<file path="src/rtl/onehot_decoder_buffered.sv">
// Binary-to-one-hot decoder behind a 2-entry FIFO with valid/ready on both sides.
// Codes are decoded on push, so the FIFO stores one-hot words and dout is a register.
module onehot_decoder_buffered #(
    parameter int unsigned CODE_W = 2
) (
    input  logic                     clk_i,
    input  logic                     rst_i,
    input  logic                     en_i,
    input  logic                     in_valid_i,
    output logic                     in_ready_o,
    input  logic [CODE_W-1:0]        din_i,
    output logic                     out_valid_o,
    input  logic                     out_ready_i,
    output logic [(1<<CODE_W)-1:0]   dout_o,
    output logic [7:0]               count_o
);

    localparam int unsigned OutW = 1 << CODE_W;

    typedef enum logic [1:0] {StEmpty, StOne, StTwo} state_e;

    state_e            state_q;
    logic [OutW-1:0]   head_q;
    logic [OutW-1:0]   tail_q;
    logic [7:0]        count_q;
    logic [OutW-1:0]   dec_word;
    logic              push;
    logic              pop;

    // Readiness depends only on registered occupancy: no pass-through when full.
    assign in_ready_o  = en_i & (state_q != StTwo) & ~rst_i;
    assign out_valid_o = (state_q != StEmpty);
    assign push        = in_valid_i & in_ready_o;
    assign pop         = out_valid_o & out_ready_i;
    assign dec_word    = OutW'(1) << din_i;
    assign dout_o      = head_q;
    assign count_o     = count_q;

    // head_q is kept at zero whenever the FIFO is empty so dout reads all zeros.
    always_ff @(posedge clk_i) begin
        if (rst_i) begin
            state_q <= StEmpty;
            head_q  <= '0;
            tail_q  <= '0;
            count_q <= '0;
        end else begin
            if (pop) begin
                count_q <= count_q + 8'd1;
            end
            unique case (state_q)
                StEmpty: begin
                    if (push) begin
                        head_q  <= dec_word;
                        state_q <= StOne;
                    end
                end
                StOne: begin
                    if (push && !pop) begin
                        tail_q  <= dec_word;
                        state_q <= StTwo;
                    end else if (push && pop) begin
                        head_q <= dec_word;
                    end else if (pop) begin
                        head_q  <= '0;
                        state_q <= StEmpty;
                    end
                end
                StTwo: begin
                    if (pop) begin
                        head_q  <= tail_q;
                        tail_q  <= '0;
                        state_q <= StOne;
                    end
                end
                default: begin
                    state_q <= StEmpty;
                    head_q  <= '0;
                    tail_q  <= '0;
                end
            endcase
        end
    end

endmodule

</file>
<file path="config.mk">
export PLATFORM = sky130hd
export DESIGN_NAME = onehot_decoder_buffered
export DESIGN_NICKNAME = d
export VERILOG_FILES = /design/src/rtl/onehot_decoder_buffered.sv
export SDC_FILE = /design/constraint.sdc
export NUM_CORES = 1
export LEC_CHECK = 0
export ABC_CLOCK_PERIOD_IN_PS = 4100
export CORE_UTILIZATION = 54
export CTS_BUF_LIST = sky130_fd_sc_hd__clkbuf_2 sky130_fd_sc_hd__clkbuf_4 sky130_fd_sc_hd__clkbuf_8
export DETAILED_ROUTE_END_ITERATION = 12
export PLACE_DENSITY = 0.86
export SYNTH_ARGS = -nofsm -noshare
export SYNTH_HDL_FRONTEND = slang
export SYNTH_SLANG_ARGS = --single-unit
</file>
<file path="constraint.sdc">
create_clock -name clk_i -period 4.1 [get_ports clk_i]
set_clock_uncertainty 0.15 [all_clocks]
set_input_delay 0.615 -clock clk_i [delete_from_list [all_inputs] [get_ports clk_i]]
set_output_delay 0.615 -clock clk_i [all_outputs]
set_load 0.01 [all_outputs]
</file>
==> impl_metrics.json <==
{
  "clk_latency_ps": 290,
  "wl_per_cell_um": 13.4,
  "slew_headroom": 0.629,
  "start_util": 0.589,
  "final_cell_count_no_fill": 136,
  "powerDensity_nw_per_um2": 280,
  "finalMaxSlewViolations": 0,
  "h-tree-depth": 1,
  "tritoncts": "done",
  "grt_start_max_net_pins": 20,
  "fillers": 105,
  "initialDrtViolationCount": 9,
  "diodes": 0,
  "drive_gt1_frac": 0.0583,
  "cp-end-kind": "output pin",
  "die_x_um": 42.8,
  "cts.hold.buffers_added": 0,
  "hold_start": "tail_q[3]$_SDFFE_PP0P_",
  "vias": 809,
  "dpl_cell_area_um2": 1090,
  "clk_root_buffer_cell": "clkbuf_4",
  "yosysSeqAreaShare": 0.402,
  "grt_overflow": 0,
  "rr_startpoint": "state_q[0]$_SDFFE_PP0P_",
  "grt_pass1_wl_mm": 3.15,
  "p_leak_nw": 0.387,
  "clk_pin_slew_ps": 80,
  "hold_depth": 1,
  "die_area_um2": 1830,
  "synth.distinct_cells": 33,
  "rsz0062_at_grt": "false",
  "arrival_ps": 2170,
  "io_pins": 21,
  "post_cts_resized": 0,
  "layout.nets": 130,
  "setup_viol": 0,
  "start_kind": "input port",
  "ir_drop_uv": 209,
  "track_usage": 0.228,
  "dp_cells": 133,
  "syn_inst": 104,
  "ant_nets": 0,
  "path_class": "in2out",
  "min_to": "tail_q[3]$_SDFFE_PP0P_",
  "reg2reg_depth": 3,
  "die_height_um": 42.8,
  "crit_required_ps": 3340,
  "antenna_found_initial": 0,
  "post_cts_buffers": 0,
  "design_area_um2": 1110,
  "reg2reg_slack_ps": 2330,
  "setup-tns-final_ps": 0,
  "grt_pass1_vias": 692,
  "numCtsBuffers": 3,
  "r2r-end": "tail_q[1]$_SDFFE_PP0P_",
  "routed_wl_mm": 1.82,
  "synthesis.nets": 112,
  "final_common_cell": "clkdlybuf4s50_1",
  "drc": 0,
  "yosys_warnings": 0,
  "gp_congestion": 0.821,
  "fmax_mhz": 341,
  "cts.path.max_buffers": 2,
  "rows": 14,
  "area_delta_synth_final_pct": 23.6,
  "core_area_um2": 1520,
  "synth-seq-cells": 18,
  "layout_common_cells": "20 x clkdlybuf4s50_1, 18 x dfxtp_1, 10 x a21oi_1, 8 x nand2_1, 7 x nor2_1",
  "hold_path_class": "reg2reg",
  "portBuffers": 20,
  "dp_hpwl_mm": 1.28,
  "min_period_ps": 2930,
  "outcome": "complete, no violations",
  "fin_crit_sh": 0.716,
  "netlist_area_um2": 897,
  "worstPathMaxFanout": 15,
  "syn_avg_cell_area_um2": 8.63,
  "hold_viol": 0,
  "viasPerCell": 5.95,
  "cts_num_sinks": 18,
  "dr.pass1.iters": 4,
  "utilization": 0.727,
  "worst_pin_slew_ps": 556,
  "drv_cap": 0,
  "finalPower_uw": 311
}
## power by group
| group | internal [mW] | leakage, nW | switching (mW) | total (mW) |
|---|---|---|---|---|
| Combinational | 0.0233 | 0.227 | 0.0224 | 0.0457 |
| Clock | 0.0342 | 0.0138 | 0.0481 | 0.0822 |
| Sequential | 0.178 | 0.146 | 0.00484 | 0.183 |
| Total | 0.236 | 0.387 | 0.0753 | 0.311 |
## sequential cells by signal (all words and copies together) (netlist names)
signal / cells
count_o: 8
dout_o: 4
tail_q: 4
state_q: 2
## stage by stage
stage          setup WS [ps]  hold WS (ps)
5_1_grt                 1060           348
3_3_place_gp            1230           303
2_1_floorplan           2190           292
4_1_cts                 1180           340
6_report                1170           336
3_5_place_dp            1190           318
## routing by layer
| metal | GRT usage | vias up | wire length [um] |
|---|---|---|---|
| li1 | - | 417 | - |
| met1 | 0.311 | 371 | 917 |
| met2 | 0.333 | 17 | 795 |
| met3 | 0.0681 | 4 | 81 |
| met4 | 0.0938 | 0 | 26 |
| met5 | 0 | - | 0 |
## worst max path at each step
| stage | from | to | cells past startpoint |
|---|---|---|---|
| floorplan | rst_i | in_ready_o | 2 |
| global placement | rst_i | in_ready_o | 3 |
| detailed placement | rst_i | in_ready_o | 3 |
| CTS | rst_i | in_ready_o | 3 |
| global route | rst_i | in_ready_o | 3 |
| finish | rst_i | in_ready_o | 3 |
## area by class of cell
type / count / area (um2) / share of cell area
inverter: 3 / 11.3 / 0.0102
clock buffer: 3 / 22.5 / 0.0203
timing repair buffer: 20 / 200 / 0.181
tap: 16 / 20.0 / 0.0181
sequential: 18 / 360 / 0.325
multi-input combinational: 76 / 494 / 0.446
## cells by family (layout without fill, tap and decap cells)
| family | Yosys count | after routing | share of synthesized area |
|---|---|---|---|
| compound gates | 31 | 31 | 0.251 |
| xor+xnor | 6 | 6 | 0.0586 |
| fa+ha+maj | 1 | 1 | 0.0139 |
| buf+inv | 10 | 26 | 0.0474 |
| flops | 18 | 18 | 0.402 |
| simple gates | 38 | 38 | 0.227 |
## cell usage after synthesis
cell / count / area (um2)
a21o_1: 1 / 7.51
a21oi_1: 10 / 50.1
a22o_1: 4 / 35.0
a22oi_1: 1 / 7.51
a31oi_1: 1 / 6.26
a32o_1: 4 / 40.0
and3_1: 1 / 6.26
buf_1: 1 / 3.75
buf_2: 4 / 20.0
clkbuf_1: 2 / 7.51
dfxtp_1: 18 / 360
ha_1: 1 / 12.5
inv_1: 3 / 11.3
nand2_1: 8 / 30.0
nand3_1: 3 / 15.0
nand3b_1: 2 / 15.0
nand4_1: 3 / 18.8
nor2_1: 7 / 26.3
nor2b_1: 2 / 12.5
nor3_1: 4 / 20.0
nor3b_1: 4 / 30.0
o21a_1: 1 / 7.51
o21ai_0: 1 / 5.00
o21ai_1: 1 / 5.00
o21ba_2: 1 / 10.0
o21bai_1: 1 / 7.51
o31a_1: 1 / 8.76
o32ai_1: 4 / 35.0
or2_2: 2 / 12.5
or3_1: 1 / 6.26
or3_4: 1 / 11.3
xnor2_1: 3 / 26.3
xor2_1: 3 / 26.3
## critical path, stage by stage
cell and delay (ps):
clkdlybuf4s50_1 680, nor3b_1 300, clkdlybuf4s50_1 560
Note: power is estimated with default switching activity, not from simulation.
